==> config.mk <==
export PLATFORM = sky130hd
export DESIGN_NAME = or1_serial_loader_flat
export DESIGN_NICKNAME = d
export VERILOG_FILES = /design/src/rtl/or1_serial_loader_if.sv /design/src/rtl/or1_serial_loader.sv /design/src/flat_wrapper.sv
export SDC_FILE = /design/constraint.sdc
export NUM_CORES = 1
export LEC_CHECK = 0
export CAP_MARGIN = 20
export CORE_ASPECT_RATIO = 0.75
export CORE_UTILIZATION = 60
export DETAILED_ROUTE_END_ITERATION = 12
export PLACE_DENSITY = 0.83
export SETUP_SLACK_MARGIN = 0.3
export SLEW_MARGIN = 0
export SYNTH_ARGS = -nofsm -noshare
export SYNTH_HDL_FRONTEND = slang
export SYNTH_SLANG_ARGS = --single-unit
==> constraint.sdc <==
create_clock -name CLK -period 3.4 [get_ports CLK]
set_input_delay 0.34 -clock CLK [delete_from_list [all_inputs] [get_ports CLK]]
set_output_delay 0.34 -clock CLK [all_outputs]
set_load 0.01 [all_outputs]
==> src/rtl/or1_serial_loader_if.sv <==
// Boot-loader pin bundle: serial input and LOAD on one side, memory write port and core control on the other.
// The master modport is the loader itself; the slave modport is whatever drives RXD/LOAD and consumes the writes.
interface or1_serial_loader_if #(
    parameter int ADDR_W = 8
);
    logic              RXD;
    logic              LOAD;
    logic              WE;
    logic [ADDR_W-1:0] WADDR;
    logic [7:0]        WDATA;
    logic              CPU_RST;
    logic              DONE;
    logic              ERR;

    modport master (
        input  RXD, LOAD,
        output WE, WADDR, WDATA, CPU_RST, DONE, ERR
    );

    modport slave (
        output RXD, LOAD,
        input  WE, WADDR, WDATA, CPU_RST, DONE, ERR
    );
endinterface

==> src/rtl/or1_serial_loader.sv <==
// Serial boot loader: 8N1 receiver feeding a length-prefixed writer into program memory, holding the core in reset until done.
// WE follows the stop-bit sample by one cycle; DONE/CPU_RST release one cycle after the last WE. No backpressure: memory must accept every WE.
module or1_serial_loader #(
    parameter int CLKS_PER_BIT = 16,
    parameter int ADDR_W       = 8
) (
    input  logic                 CLK,
    input  logic                 RST,
    or1_serial_loader_if.master  bus
);
    localparam int TW    = (CLKS_PER_BIT > 2) ? $clog2(CLKS_PER_BIT) : 1;
    localparam int LEN_W = (ADDR_W + 1 > 8) ? ADDR_W + 1 : 8;

    typedef enum logic [2:0] {R_IDLE, R_START, R_DATA, R_STOP, R_BRK} rx_state_t;
    typedef enum logic [1:0] {L_LEN, L_DATA, L_DONE} ld_state_t;

    logic              rxd_s1_q, rxd_s1_d;
    logic              rxd_s2_q, rxd_s2_d;
    logic              rxd_s3_q, rxd_s3_d;
    rx_state_t         rx_state_q, rx_state_d;
    logic [TW-1:0]     tick_q, tick_d;
    logic [2:0]        nbit_q, nbit_d;
    logic [7:0]        shift_q, shift_d;
    ld_state_t         ld_state_q, ld_state_d;
    logic [LEN_W-1:0]  rem_q, rem_d;
    logic [ADDR_W-1:0] waddr_q, waddr_d;
    logic [7:0]        wdata_q, wdata_d;
    logic              we_q, we_d;
    logic              cpu_rst_q, cpu_rst_d;
    logic              done_q, done_d;
    logic              err_q, err_d;

    logic byte_vld;
    logic frame_err;
    logic tick_end;
    logic half_end;

    always_ff @(posedge CLK or posedge RST) begin
        if (RST) begin
            rxd_s1_q   <= 1'b1;
            rxd_s2_q   <= 1'b1;
            rxd_s3_q   <= 1'b1;
            rx_state_q <= R_IDLE;
            tick_q     <= '0;
            nbit_q     <= '0;
            shift_q    <= '0;
            ld_state_q <= L_LEN;
            rem_q      <= '0;
            waddr_q    <= '0;
            wdata_q    <= '0;
            we_q       <= 1'b0;
            cpu_rst_q  <= 1'b1;
            done_q     <= 1'b0;
            err_q      <= 1'b0;
        end else begin
            rxd_s1_q   <= rxd_s1_d;
            rxd_s2_q   <= rxd_s2_d;
            rxd_s3_q   <= rxd_s3_d;
            rx_state_q <= rx_state_d;
            tick_q     <= tick_d;
            nbit_q     <= nbit_d;
            shift_q    <= shift_d;
            ld_state_q <= ld_state_d;
            rem_q      <= rem_d;
            waddr_q    <= waddr_d;
            wdata_q    <= wdata_d;
            we_q       <= we_d;
            cpu_rst_q  <= cpu_rst_d;
            done_q     <= done_d;
            err_q      <= err_d;
        end
    end

    assign tick_end = (tick_q == TW'(CLKS_PER_BIT - 1));
    assign half_end = (tick_q == TW'(CLKS_PER_BIT / 2 - 1));

    // Receiver; rxd_s3_q is the previous synced sample, used only for start-edge detection.
    always_comb begin
        rxd_s1_d   = bus.RXD;
        rxd_s2_d   = rxd_s1_q;
        rxd_s3_d   = rxd_s2_q;
        rx_state_d = rx_state_q;
        tick_d     = tick_q;
        nbit_d     = nbit_q;
        shift_d    = shift_q;
        byte_vld   = 1'b0;
        frame_err  = 1'b0;

        case (rx_state_q)
            R_IDLE: begin
                if (rxd_s3_q && !rxd_s2_q) begin
                    rx_state_d = R_START;
                    tick_d     = '0;
                    nbit_d     = '0;
                end
            end
            R_START: begin
                if (half_end) begin
                    tick_d     = '0;
                    rx_state_d = rxd_s2_q ? R_IDLE : R_DATA;
                end else begin
                    tick_d = tick_q + TW'(1);
                end
            end
            R_DATA: begin
                if (tick_end) begin
                    tick_d  = '0;
                    shift_d = {rxd_s2_q, shift_q[7:1]};
                    nbit_d  = nbit_q + 3'd1;
                    if (nbit_q == 3'd7) begin
                        rx_state_d = R_STOP;
                    end
                end else begin
                    tick_d = tick_q + TW'(1);
                end
            end
            R_STOP: begin
                if (tick_end) begin
                    tick_d = '0;
                    if (rxd_s2_q) begin
                        byte_vld   = 1'b1;
                        rx_state_d = R_IDLE;
                    end else begin
                        frame_err  = 1'b1;
                        rx_state_d = R_BRK;
                    end
                end else begin
                    tick_d = tick_q + TW'(1);
                end
            end
            R_BRK: begin
                if (rxd_s2_q) begin
                    rx_state_d = R_IDLE;
                end
            end
            default: rx_state_d = R_IDLE;
        endcase

        if (bus.LOAD) begin
            rx_state_d = R_IDLE;
            tick_d     = '0;
            nbit_d     = '0;
        end
    end

    // Loader; the address advances the cycle after each write so WE and WADDR stay aligned.
    always_comb begin
        ld_state_d = ld_state_q;
        rem_d      = rem_q;
        waddr_d    = we_q ? waddr_q + ADDR_W'(1) : waddr_q;
        wdata_d    = wdata_q;
        we_d       = 1'b0;
        err_d      = err_q | frame_err;
        done_d     = (ld_state_q == L_DONE);
        cpu_rst_d  = (ld_state_q != L_DONE);

        case (ld_state_q)
            L_LEN: begin
                if (byte_vld) begin
                    rem_d      = (shift_q == 8'd0) ? (LEN_W'(1) << ADDR_W) : LEN_W'(shift_q);
                    waddr_d    = '0;
                    ld_state_d = L_DATA;
                end
            end
            L_DATA: begin
                if (byte_vld) begin
                    we_d    = 1'b1;
                    wdata_d = shift_q;
                    rem_d   = rem_q - LEN_W'(1);
                    if (rem_q == LEN_W'(1)) begin
                        ld_state_d = L_DONE;
                    end
                end
            end
            L_DONE: begin
            end
            default: ld_state_d = L_LEN;
        endcase

        if (bus.LOAD) begin
            ld_state_d = L_LEN;
            we_d       = 1'b0;
            waddr_d    = '0;
            err_d      = 1'b0;
            done_d     = 1'b0;
            cpu_rst_d  = 1'b1;
        end
    end

    assign bus.WE      = we_q;
    assign bus.WADDR   = waddr_q;
    assign bus.WDATA   = wdata_q;
    assign bus.CPU_RST = cpu_rst_q;
    assign bus.DONE    = done_q;
    assign bus.ERR     = err_q;
endmodule

==> src/flat_wrapper.sv <==
// flat-port wrapper written by rule: the top's interface ports become plain ports
module or1_serial_loader_flat 
#(
    parameter int CLKS_PER_BIT = 16,
    parameter int ADDR_W       = 8
)
  (CLK, RST, bus_RXD, bus_LOAD, bus_WE, bus_WADDR, bus_WDATA, bus_CPU_RST, bus_DONE, bus_ERR);
  or1_serial_loader_if #(.ADDR_W(ADDR_W)) bus_i ();
  input  logic CLK;
  input  logic RST;
  input wire logic [$bits(bus_i.RXD)-1:0] bus_RXD;
  input wire logic [$bits(bus_i.LOAD)-1:0] bus_LOAD;
  output wire logic [$bits(bus_i.WE)-1:0] bus_WE;
  output wire logic [$bits(bus_i.WADDR)-1:0] bus_WADDR;
  output wire logic [$bits(bus_i.WDATA)-1:0] bus_WDATA;
  output wire logic [$bits(bus_i.CPU_RST)-1:0] bus_CPU_RST;
  output wire logic [$bits(bus_i.DONE)-1:0] bus_DONE;
  output wire logic [$bits(bus_i.ERR)-1:0] bus_ERR;
  assign bus_i.RXD = bus_RXD;
  assign bus_i.LOAD = bus_LOAD;
  assign bus_WE = bus_i.WE;
  assign bus_WADDR = bus_i.WADDR;
  assign bus_WDATA = bus_i.WDATA;
  assign bus_CPU_RST = bus_i.CPU_RST;
  assign bus_DONE = bus_i.DONE;
  assign bus_ERR = bus_i.ERR;
  or1_serial_loader #(.CLKS_PER_BIT(CLKS_PER_BIT), .ADDR_W(ADDR_W)) u_core (.CLK(CLK), .RST(RST), .bus(bus_i));
endmodule
## Word level (Yosys, flattened, before mapping)

Index checks and enable logic that the tools add are counted.

| word-level totals | value |
|---|---|
| bits in registers | 52 |
| input bits | 4 |
| output and inout port bits | 20 |
| logic and storage cells | 103 |

| cells by class | value |
|---|---|
| add/subtract/negate cells | 4 |
| equality and inequality tests | 23 |
| muxes and demuxes | 44 |
| bitwise logic cells | 1 |
| reduce and logical (&&, ||, !) cells | 16 |

Operators with widths:

| cell | count |
|---|---|
| $mux W3 | 11 |
| $mux W8 | 4 |
| $mux W9 | 3 |
| $ne A3 B2 Y1 const B | 9 |
| $pmux W9 S2 | 1 |
| $mux W4 | 4 |
| $pmux W3 S5 | 1 |
| $mux W1 | 12 |
| $pmux W4 S3 | 1 |
| $mux W2 | 5 |
| $eq A9 B1 Y1 const B | 1 |
| $sub A9 B1 Y9 const B | 1 |
| $add A8 B1 Y8 const B | 1 |
| $logic_not A8 Y1 | 1 |
| $eq A3 B2 Y1 const B | 2 |
| $eq A3 B3 Y1 const B | 2 |
| $pmux W2 S3 | 1 |
| $pmux W3 S2 | 1 |
| $reduce_and A2 Y1 | 3 |
| $reduce_and A3 Y1 | 2 |
| $reduce_and A6 Y1 | 1 |
| $add A4 B1 Y4 const B | 1 |
| $eq A4 B3 Y1 const B | 1 |
| $eq A4 B4 Y1 const B | 1 |
| other kinds (16) | 18 |

## Logic depth before layout (Yosys ltp)

Gate-level depths: netlist (run 1).

| depth | value |
|---|---|
| depth after elaboration | 6 |
| mapped depth | 7 |
| mapped depth without buffers | 6 |

## Worst setup path after synthesis (run 1)

Ideal clock, no wire load.

| timing path | value |
|---|---|
| path kind | reg2reg |
| start | reg u_core.tick_q[0] |
| end | reg u_core.wdata_q[0] (netlist: u_core.bus.WDATA[0]) |
| library setup time | 0.125 ns |
| arrival time | 1.641 ns |
| data required time | 3.275 ns |
| setup slack | 1.635 ns |
| cell stages (with the launch flop) | 6 |
| buffers on the path | 0 |
| period minus slack after synthesis | 1.765 ns |
| path through | dfrtp_1 -> ha_1 -> and4b_1 -> nand2_1 -> nor2_2 -> mux2_2 |

| on the way | value |
|---|---|
| longest elaborated chain between the ends | 4 |

Ends and longest elaborated chain:

| item | RTL line | text |
|---|---|---|
| start: declaration | or1_serial_loader.sv:21 | `logic [TW-1:0] tick_q, tick_d;` |
| start signal: assignment | or1_serial_loader.sv:60 | `tick_q <= tick_d;` |
| $eq A4 B4 Y1 | or1_serial_loader.sv:74 | `assign tick_end = (tick_q == TW'(CLKS_PER_BIT - 1));` |
| $mux W1 | or1_serial_loader.sv:118 | `if (tick_end) begin` |
| $mux W1 | or1_serial_loader.sv:89 | `case (rx_state_q)` |
| $reduce_and A2 Y1 (no source line) | n/a |  |
| end signal: assignment | or1_serial_loader.sv:66 | `wdata_q <= wdata_d;` |
| end: declaration | or1_serial_loader.sv:27 | `logic [7:0] wdata_q, wdata_d;` |

No other way between the ends.
A chain may end at the register's enable or synchronous reset.

## Final worst setup path (run 1)

| timing path | value |
|---|---|
| start | reg u_core.rx_state_q[2] |
| end | reg u_core.wdata_q[2] (netlist: u_core.bus.WDATA[2]) |

| on the way | value |
|---|---|
| longest elaborated chain between the ends | 3 |

Ends and longest elaborated chain:

| item | RTL line | text |
|---|---|---|
| start: declaration | or1_serial_loader.sv:20 | `rx_state_t rx_state_q, rx_state_d;` |
| start signal: assignment | or1_serial_loader.sv:59 | `rx_state_q <= rx_state_d;` |
| $eq A3 B2 Y1 | or1_serial_loader.sv:89 |  |
| $mux W1 | or1_serial_loader.sv:89 |  |
| $reduce_and A2 Y1 (no source line) | n/a |  |

No other way between the ends.

==> impl_metrics.env, run 1 <==
export IMPL_run_status="completed"
export IMPL_power_share_combinational_pct=3.7
export IMPL_detail_route_iter0_violations=190
export IMPL_remaining_drc_errors=0
export IMPL_yosys_warnings=0
export IMPL_grt_first_pass_wirelength_um=8180
export IMPL_static_leakage_power_nw=1.29
export IMPL_setup_total_negative_slack_ns=0
export IMPL_non_filler_cell_area_final_um2=2860
export IMPL_cts_buffers=5
export IMPL_number_of_register_bits_inferred_by_synthesis=52
export IMPL_synth_area_leader_cell="sky130_fd_sc_hd__dfrtp_1"
export IMPL_yosysSeqAreaShare_pct=52.0
export IMPL_die_area_um2=4460
export IMPL_syn_cell_area_um2=2510
export IMPL_crit_path_end_kind="register"
export IMPL_hold_path_end="u_core.rxd_s2_q"
export IMPL_synth_cell_type_count=52
export IMPL_layout_min_cycle_time_ns=2.29
export IMPL_reg2regPathDepth=4
export IMPL_setup_violations=0
export IMPL_power_per_cell_area_nw_per_um2=347
export IMPL_cts_tree="done"
export IMPL_tightestPinTransition_ns=0.681
export IMPL_vias_per_cell=5.97
export IMPL_synth_avg_cell_area_um2=10.7
export IMPL_cts_reportedPaths_clkPinSlew_ns=0.09
export IMPL_max_clock_freq_ghz=0.436
export IMPL_seqPwrFrac_pct=63.1
export IMPL_overflow=0
export IMPL_post_cts_resized=0
export IMPL_detail_route_antenna_nets=0
export IMPL_internal_power_uw=780
export IMPL_postSynth_asyncResetShare_pct=100
export IMPL_share_of_the_synthesized_area_in_the_top_cell_type_pct=47.8
export IMPL_timing_setup_critical_path_class="register to register"
export IMPL_clk_insertion_delay_late_ns=0.30
export IMPL_grt_antenna_before_repair=0
export IMPL_timing_max_transition_violations_final=0
export IMPL_rrSetupSlack_ns=1.11
export IMPL_crit_path_max_incr_delay_ns=0.49
export IMPL_post_cts_setup_buffers=0
export IMPL_dpl_hpwl_um=3370
export IMPL_power_net_switching_uw=214
export IMPL_worst_hold_path_num_cells=0
export IMPL_drt_pre_antenna_iters=4
export IMPL_postSynth_topFlopCell="sky130_fd_sc_hd__dfrtp_1"
export IMPL_root_buffer="sky130_fd_sc_hd__clkbuf_8"
export IMPL_critical_path_arrival_ns=2.49
export IMPL_syn_instance_count=235
export IMPL_startpoint_of_the_lowest_slack_hold_path="u_core.rxd_s1_q"
export IMPL_syn2layout_area_growth_pct=13.9
export IMPL_critPathRequiredTime_ns=3.59
export IMPL_drv_max_cap_violation_count=0
export IMPL_cts_max_level=2
export IMPL_grt_start_max_net_pins=53
export IMPL_clock_group_share_of_total_power_pct=33.2
export IMPL_final_layout_size_suffix_gt1_share_pct=13.1
export IMPL_wl_per_cell_um=15.2
export IMPL_antenna_diode_count=0
export IMPL_timing_critical_path_slowest_stage_cell="sky130_fd_sc_hd__dfrtp_1"
export IMPL_crit_reg2reg_capture="u_core.bus.WDATA[2]"
export IMPL_cts_sinks=52
export IMPL_die_boundary_width_um=76.7
export IMPL_core_rowCount=19
export IMPL_clock_skew_final_ns=0.00522
export IMPL_vias=1858
export IMPL_power_total_uw=994
export IMPL_place_area_um2=2760
export IMPL_clock_tree_buffer_depth=2
export IMPL_crit_reg2reg_launch="u_core.rx_state_q[2]"
export IMPL_relative_max_transition_margin_pct=54.2
export IMPL_initial_utilization_pct=65.7
export IMPL_placement_io_buffers=23
export IMPL_netSwitchingFraction_pct=21.5
export IMPL_crit_chain="and4b_1 > nand2_1 > nor2_2 > mux2_2"
export IMPL_globalplace_congestion=0.845
export IMPL_num_fill_cells=284
export IMPL_worstSetupStartpointType="register"
export IMPL_io_pin_count=24
export IMPL_grt_pass1_vias=1704
export IMPL_finalHoldViolCount=0
export IMPL_cts_hold_buffers=0
export IMPL_synth_edff_count=0
export IMPL_core_um2=3830
export IMPL_routed_wl_um=4730
export IMPL_holdCritPathClass="register to register"
export IMPL_final_nets=268
export IMPL_grt_setup_unrepaired="no"
export IMPL_track_usage_pct=24.2
export IMPL_post_synth_main_area_contributors="sky130_fd_sc_hd__dfrtp_1, sky130_fd_sc_hd__mux2_2, sky130_fd_sc_hd__dfstp_2"
export IMPL_crit_path_max_fanout=14
export IMPL_die_h_um=58.1
export IMPL_final_min_period_over_clock_period_pct=67.5
export IMPL_worst_ir_drop_vdd_uv=282
export IMPL_postSynthNetCount=245
export IMPL_setup_worst_path_start="u_core.rx_state_q[2]"
cell usage in the layout (no fill, tap or decap), drive strengths merged, types with 2 or more instances in the layout:
cell / count
nand2b: 9
nor2: 24
nand3: 8
nor3: 10
and2: 2
clkdlybuf4s50: 23
inv: 9
and3: 3
ha: 6
a21oi: 7
a31oi: 3
xnor2: 5
o22ai: 3
nand2: 15
nand4: 5
o21ai: 10
a22o: 2
dfstp: 4
mux2i: 4
o31ai: 2
a211oi: 3
a21o: 3
and4b: 2
xor2: 3
mux2: 16
buf: 2
nor4: 2
clkbuf: 7
dfrtp: 48
power groups by stage:
stage,logic [mW],registers [mW],clock network (mW)
final,0.0368,0.627,0.330
after global routing,0.0422,0.628,0.369
after CTS,0.0349,0.627,0.340
after detailed placement,0.0350,0.639,0
after global placement,0.0343,0.639,0
after floorplan,0.0233,0.638,0
cell families after synthesis:
logic type	after synthesis	synth area share [%]
buf+inv	18	3.53
fa+ha+maj	6	2.99
compound gates	44	12.0
flops	52	52.0
mux	20	8.76
xor+xnor	8	2.79
simple gates	87	17.9
cells in the mapped netlist (4+ instances only):
cell                        n
sky130_fd_sc_hd__nor3_1    10
sky130_fd_sc_hd__o21ai_0   10
sky130_fd_sc_hd__nor2_1    23
sky130_fd_sc_hd__ha_1       6
sky130_fd_sc_hd__dfrtp_1   48
sky130_fd_sc_hd__clkbuf_1   4
sky130_fd_sc_hd__nand2_1   15
sky130_fd_sc_hd__mux2i_1    4
sky130_fd_sc_hd__inv_1      9
sky130_fd_sc_hd__nand3_1    7
sky130_fd_sc_hd__mux2_2    16
sky130_fd_sc_hd__a21oi_1    7
sky130_fd_sc_hd__xnor2_1    5
sky130_fd_sc_hd__dfstp_2    4
sky130_fd_sc_hd__nand4_1    5
sky130_fd_sc_hd__nand2b_1   9
how the worst max path moves through the flow:
stage	end	slack, ns	cells after the start
6_report	u_core.bus.WDATA[2]	1.11	4
5_1_grt	u_core.bus.WDATA[2]	0.98	5
4_1_cts	u_core.bus.WDATA[2]	1.13	4
3_5_place_dp	u_core.bus.WDATA[2]	1.14	4
3_3_place_gp	u_core.bus.WDATA[0]	1.25	4
2_1_floorplan	u_core.bus.WDATA[0]	1.63	5
metal layers:
metal	vias to the layer above	share of wire [%]	GRT usage, %
met5	-	0	0
met1	898	48	34.1
li1	889	-	-
met4	0	0.76	8.79
met3	6	5.5	5.67
met2	65	46	37.1
registers in the layout, indices dropped and copies added (netlist names), 2 cells and up:
| register | cells |
|---|---|
| u_core.tick_q | 4 |
| u_core.ld_state_q | 2 |
| u_core.shift_q | 8 |
| u_core.rem_q | 9 |
| u_core.nbit_q | 3 |
| u_core.bus.WADDR | 8 |
| u_core.bus.WDATA | 8 |
| u_core.rx_state_q | 3 |
through the flow:
step	instances	util, %	hold WS [ns]	setup WS [ns]
after detailed placement	302	72.1	0.352	1.14
after global routing	311	74.8	0.369	0.979
after CTS	310	74.3	0.364	1.13
after floorplan	235	-	0.344	1.63
after global placement	302	72.1	0.346	1.25
final	311	74.8	0.362	1.11
critical path, delay by kind of cell (launching register included):
family	cells	cell delay, ns
mux	1	0.40
simple gates	3	1.29
flops	1	0.49
final cells by class:
cell class                      instances  area (µm²)  area share [%]
Clock inverter                          1        5.00           0.175
Multi-Input combinational cell        165        1120            39.1
Sequential cell                        52        1310            45.6
Tap cell                               52        65.1            2.27
Clock buffer                            7        76.3            2.67
Inverter                                9        33.8            1.18
Timing Repair Buffer                   25         258            9.00
(Power assumes the default switching activity.)
==> run 2, diff against run 1 <==
- CORE_UTILIZATION: 60 -> 51
- PLACE_DENSITY: 0.83 -> 0.75
- clock period: 3.4 -> 2 ns (I/O delays scaled with it)
==> run 2 against run 1 <==
Against the previous run:
- register-to-register slack got worse by 0.78 ns
- hold slack got worse by 0.11 ns
- first-iteration DRC count decreased by 33%
- combinational power increased by 120%
- non-clock buffer count increased by 18
- total power increased by 71%
- critical path type unchanged
==> impl_metrics.env, run 2 (same netlist as run 1, synthesis figures left out) <==
export IMPL_setup_total_negative_slack_ns=0
export IMPL_multi_input_comb_area_um2=1190
export IMPL_layout_min_cycle_time_ns=1.67
export IMPL_critPathRequiredTime_ns=2.19
export IMPL_drt_pre_antenna_iters=4
export IMPL_largest_reg_flops=9
export IMPL_netSwitchingFraction_pct=21.9
export IMPL_io_pin_count=24
export IMPL_detail_route_antenna_nets=0
export IMPL_relative_max_transition_margin_pct=66.4
export IMPL_static_leakage_power_nw=1.40
export IMPL_worst_ir_drop_vdd_uv=617
export IMPL_worstSetupStartpointType="register"
export IMPL_grt_setup_unrepaired="yes"
export IMPL_max_clock_freq_ghz=0.598
export IMPL_core_rowCount=21
export IMPL_seqPwrFrac_pct=62.6
export IMPL_clock_tree_buffer_depth=2
export IMPL_crit_reg2reg_launch="u_core.tick_q[1]"
export IMPL_vias=1951
export IMPL_critical_path_arrival_ns=1.86
export IMPL_cts_tree="done"
export IMPL_final_nets=286
export IMPL_run_status="completed"
export IMPL_globalplace_congestion=0.856
export IMPL_cts_sinks=52
export IMPL_layout_commonest_cell="sky130_fd_sc_hd__dfrtp_1"
export IMPL_internal_power_mw=1.33
export IMPL_clock_group_share_of_total_power_pct=32.6
export IMPL_hold_slack_ns=0.252
export IMPL_clk_insertion_delay_late_ns=0.30
export IMPL_root_buffer="sky130_fd_sc_hd__clkbuf_8"
export IMPL_most_common_layout_cells="sky130_fd_sc_hd__dfrtp_1, sky130_fd_sc_hd__nor2_1, sky130_fd_sc_hd__clkdlybuf4s50_1"
export IMPL_die_area_um2=5220
export IMPL_regArea_um2=1310
export IMPL_holdCritPathClass="input pin to asynchronous set/reset pin"
export IMPL_timing_setup_critical_path_class="register to register"
export IMPL_power_per_cell_area_nw_per_um2=550
export IMPL_grt_start_max_net_pins=24
export IMPL_final_min_period_over_clock_period_pct=83.6
export IMPL_core_um2=4600
export IMPL_crit_path_max_fanout=6
export IMPL_non_filler_cell_area_final_um2=3090
export IMPL_vias_per_cell=5.86
export IMPL_power_share_combinational_pct=4.8
export IMPL_placement_io_buffers=23
export IMPL_track_usage_pct=21.1
export IMPL_cts_buffers=5
export IMPL_setup_worst_path_start="u_core.tick_q[1]"
export IMPL_num_fill_cells=343
export IMPL_rrSetupSlack_ns=0.33
export IMPL_antenna_diode_count=0
export IMPL_syn2layout_area_growth_pct=22.9
export IMPL_cts_reportedPaths_clkPinSlew_ns=0.08
export IMPL_setup_violations=0
export IMPL_initial_utilization_pct=54.7
export IMPL_die_h_um=62.8
export IMPL_grt_first_pass_wirelength_um=8640
export IMPL_cts_max_level=2
export IMPL_met3WireLength_um=258
export IMPL_dpl_hpwl_um=3610
export IMPL_grt_pass1_vias=1743
export IMPL_detail_route_iter0_violations=127
export IMPL_routed_wl_um=5410
export IMPL_place_area_um2=2880
export IMPL_met2_length_um=2370
export IMPL_crit_path_end_kind="register"
export IMPL_grt_antenna_before_repair=0
export IMPL_met1Wirelength_um=2630
export IMPL_drv_max_cap_violation_count=0
export IMPL_tightestPinTransition_ns=0.503
export IMPL_top_layer="met4"
export IMPL_registers_top_by_ff_count="u_core.rem_q"
export IMPL_wl_per_cell_um=16.2
export IMPL_reg2regPathDepth=5
export IMPL_remaining_drc_errors=0
export IMPL_finalHoldViolCount=0
export IMPL_timing_max_transition_violations_final=0
export IMPL_power_net_switching_uw=372
export IMPL_overflow=0
export IMPL_clock_skew_final_ns=0.00306
export IMPL_crit_reg2reg_capture="u_core.rem_q[2]"
export IMPL_die_boundary_width_um=83.1
export IMPL_final_layout_size_suffix_gt1_share_pct=22.8
## run 2: layout make-up
class,count,share of cell area [%]
Clock buffer,6,2.35
Clock inverter,1,0.162
Inverter,9,1.09
Multi-Input combinational cell,165,38.6
Sequential cell,52,42.3
Tap cell,57,2.31
Timing Repair Buffer,43,13.2
## run 2: what timing repair did
action / 4_1_cts / 5_1_grt
buffers inserted: 3 / 5
pin swaps: 1 / 2
gates resized for setup: 6 / 11
setup endpoints to repair: 21 / 22
hold buffers: 0 / 0
## run 2: power groups by stage
stage,Sequential [mW],Clock [mW],Combinational [mW]
2_1_floorplan,1.09,0,0.0402
3_3_place_gp,1.09,0,0.0722
3_5_place_dp,1.09,0,0.0726
4_1_cts,1.06,0.571,0.0793
5_1_grt,1.07,0.620,0.0916
6_report,1.06,0.555,0.0820
## run 2: worst max-delay path by stage
stage                                end  slack, ns
floorplan           u_core.ld_state_q[1]       0.30
global placement     u_core.bus.WDATA[0]       0.22
detailed placement   u_core.bus.WDATA[5]       0.17
CTS                      u_core.rem_q[2]       0.30
global route        u_core.ld_state_q[1]       0.26
finish                   u_core.rem_q[2]       0.33
## run 2: per-stage QoR
| step | utilization, % | power [mW] | instances | worst slack (ns) |
|---|---|---|---|---|
| floorplan | - | 1.13 | 235 | 0.304 |
| global placement | 62.5 | 1.16 | 318 | 0.224 |
| detailed placement | 62.5 | 1.16 | 318 | 0.170 |
| CTS | 65.4 | 1.71 | 328 | 0.303 |
| global route | 67.2 | 1.78 | 333 | 0.265 |
| finish | 67.2 | 1.70 | 333 | 0.327 |
## run 2: critical path: stages, from the launching register on
cell and delay (ns):
sky130_fd_sc_hd__dfrtp_1 0.43, sky130_fd_sc_hd__ha_4 0.19, sky130_fd_sc_hd__and4b_2 0.25, sky130_fd_sc_hd__and2_2 0.25, sky130_fd_sc_hd__and3_1 0.18, sky130_fd_sc_hd__a221o_1 0.26
## run 2: layer usage
| layer | GRT usage, % | vias to the layer above |
|---|---|---|
| li1 | - | 926 |
| met1 | 31.1 | 945 |
| met2 | 30.5 | 67 |
| met3 | 4.23 | 13 |
| met4 | 8.41 | 0 |
| met5 | 0 | - |
==> run 3, diff against run 2 <==
- clock period: 2 -> 1.5 ns (I/O delays scaled with it)
==> run 3 against run 2 <==
Against the previous run:
- the flow now finishes with violations (negative setup slack)
- clock power grew 78%
- worst setup slack lost 0.52 ns
- combinational power grew 100%
- sequential cell count is the same
- clock skew grew 0.0027 ns
- via count grew 18%
==> impl_metrics.env, run 3 (same netlist as run 1, synthesis figures left out) <==
export IMPL_core_rowCount=21
export IMPL_run_status="finished with violations"
export IMPL_holdCritPathClass="input pin to asynchronous set/reset pin"
export IMPL_crit_chain="and4b_2 > nand3_4 > or4_4 > o31ai_4"
export IMPL_num_fill_cells=230
export IMPL_root_buffer="sky130_fd_sc_hd__clkbuf_8"
export IMPL_most_common_layout_cells="sky130_fd_sc_hd__buf_4, sky130_fd_sc_hd__dfrtp_1, sky130_fd_sc_hd__buf_6"
export IMPL_place_worst_setup_slack_ns=-0.132
export IMPL_cts_max_level=2
export IMPL_crit_path_end_kind="register"
export IMPL_core_um2=4600
export IMPL_power_total_mw=2.57
export IMPL_cts_sinks=52
export IMPL_final_nets=332
export IMPL_grt_pass1_vias=2163
export IMPL_clk_insertion_delay_late_ns=0.31
export IMPL_power_per_cell_area_nw_per_um2=656
export IMPL_dpl_hpwl_um=4060
export IMPL_relative_max_transition_margin_pct=77.3
export IMPL_drt_pre_antenna_iters=4
export IMPL_detail_route_iter0_violations=153
export IMPL_final_layout_size_suffix_gt1_share_pct=50.8
export IMPL_final_min_period_over_clock_period_pct=113
export IMPL_timing_setup_critical_path_class="register to register"
export IMPL_syn2layout_area_growth_pct=56.0
export IMPL_critPathRequiredTime_ns=1.72
export IMPL_remaining_drc_errors=0
export IMPL_clock_skew_final_ns=0.00577
export IMPL_setup_total_negative_slack_ns=-3.24
export IMPL_grt_start_max_net_pins=53
export IMPL_failing_checks="negative setup slack"
export IMPL_worst_path_stages=4
export IMPL_worst_ir_drop_vdd_uv=628
export IMPL_reg2regPathDepth=4
export IMPL_clock_tree_buffer_depth=2
export IMPL_grt_setup_unrepaired="yes"
export IMPL_critical_path_top_delay_family="simple AND/OR/NAND/NOR gates"
export IMPL_die_boundary_width_um=83.1
export IMPL_largest_reg_flops=9
export IMPL_track_usage_pct=25.2
export IMPL_cts_buffers=5
export IMPL_wl_per_cell_um=20.7
export IMPL_crit_reg2reg_launch="u_core.rx_state_q[0]"
export IMPL_cts_reportedPaths_clkPinSlew_ns=0.09
export IMPL_routed_wl_um=7860
export IMPL_detail_route_antenna_nets=0
export IMPL_finalHoldViolCount=0
export IMPL_antenna_diode_count=0
export IMPL_overflow=0
export IMPL_worstSetupStartpointType="register"
export IMPL_vias_per_cell=6.03
export IMPL_cts_tree="done"
export IMPL_drv_max_cap_violation_count=0
export IMPL_crit_path_max_incr_delay_ns=0.53
export IMPL_die_h_um=62.8
export IMPL_crit_buf_inv=0
export IMPL_static_leakage_power_nw=1.88
export IMPL_layout_min_cycle_time_ns=1.69
export IMPL_layout_commonest_cell="sky130_fd_sc_hd__buf_4"
export IMPL_critical_path_arrival_ns=1.91
export IMPL_tightestPinTransition_ns=0.339
export IMPL_setup_violations=35
export IMPL_setup_worst_path_start="u_core.rx_state_q[0]"
export IMPL_grt_first_pass_wirelength_um=10400
export IMPL_grt_antenna_before_repair=0
export IMPL_crit_path_max_fanout=4
export IMPL_globalplace_congestion=0.953
export IMPL_registers_top_by_ff_count="u_core.rem_q"
export IMPL_placement_io_buffers=23
export IMPL_timing_max_transition_violations_final=0
export IMPL_timing_critical_path_slowest_stage_cell="sky130_fd_sc_hd__or4_4"
export IMPL_die_area_um2=5220
export IMPL_initial_utilization_pct=54.7
export IMPL_io_pin_count=24
export IMPL_vias=2293
export IMPL_max_clock_freq_ghz=0.591
export IMPL_setup_ws_ns=-0.191
==> run 3: changes by cell type in the layout (fill, tap and decap cells not counted), sizes merged, moves of 2 or more <==
cell / previous run / this run
buf: 20 / 67
clkdlybuf4s50: 23 / 3
dlygate4sd2: 0 / 16
clkinvlp: 0 / 3
dlymetal6s2s: 0 / 2
==> run 3: worst reg2reg max path, cell delays in order (launching register included) <==
cell                      delay [ns]
sky130_fd_sc_hd__dfrtp_1        0.43
sky130_fd_sc_hd__and4b_2        0.36
sky130_fd_sc_hd__nand3_4        0.10
sky130_fd_sc_hd__or4_4          0.53
sky130_fd_sc_hd__o31ai_4        0.19
==> run 3: what timing repair did <==
item / CTS / global route
endpoints found under the setup margin: 67 / 50
cloned: 0 / 0
pin swaps: 21 / 20
resized for setup: 67 / 72
hold buffers: 0 / 0
setup buffers: 10 / 14
==> run 3: path summary, 6_finish.rpt <==
| check | endpoint | slack [ns] |
|---|---|---|
| setup reg to reg | u_core.ld_state_q[1] | -0.19 |
| setup / recovery | u_core.ld_state_q[1] | -0.19 |
| min in group CLK | u_core.rxd_s1_q | 0.24 |
| max in group asynchronous | u_core.rxd_s1_q | 0.96 |
| hold / removal | u_core.nbit_q[2] | 0.24 |
| hold reg to reg | u_core.rxd_s2_q | 0.37 |
==> run 3: report_power, final <==
group | internal (mW) | switching, mW
registers | 1.41 | 0.00766
logic | 0.0692 | 0.0947
clock network | 0.503 | 0.487
==> run 3: layout make-up <==
type,instances,area (µm²),area share (%)
multi-input combinational,165,1570,40.1
sequential,52,1310,33.4
timing repair buffer,89,810,20.6
tap,57,71.3,1.82
clock buffer,5,68.8,1.75
clock inverter,3,46.3,1.18
inverter,9,41.3,1.05
==> run 3: metal layers <==
metal	wire length (µm)	track usage, %	part of all wire [%]
met2	3930	42.1	50
met3	415	4.76	5.3
met5	0	0	0
met4	231	4.31	2.9
met1	3280	35.0	42
==> run 3: per-stage QoR <==
step / utilization, % / hold WS [ns] / cell area, µm² / std cells
2_1_floorplan: - / 0.154 / 2610 / 235
5_1_grt: 85.3 / 0.238 / 3920 / 380
4_1_cts: 76.9 / 0.234 / 3530 / 366
6_report: 85.3 / 0.236 / 3920 / 380
3_3_place_gp: 69.1 / 0.349 / 3180 / 348
3_5_place_dp: 69.1 / 0.350 / 3180 / 348
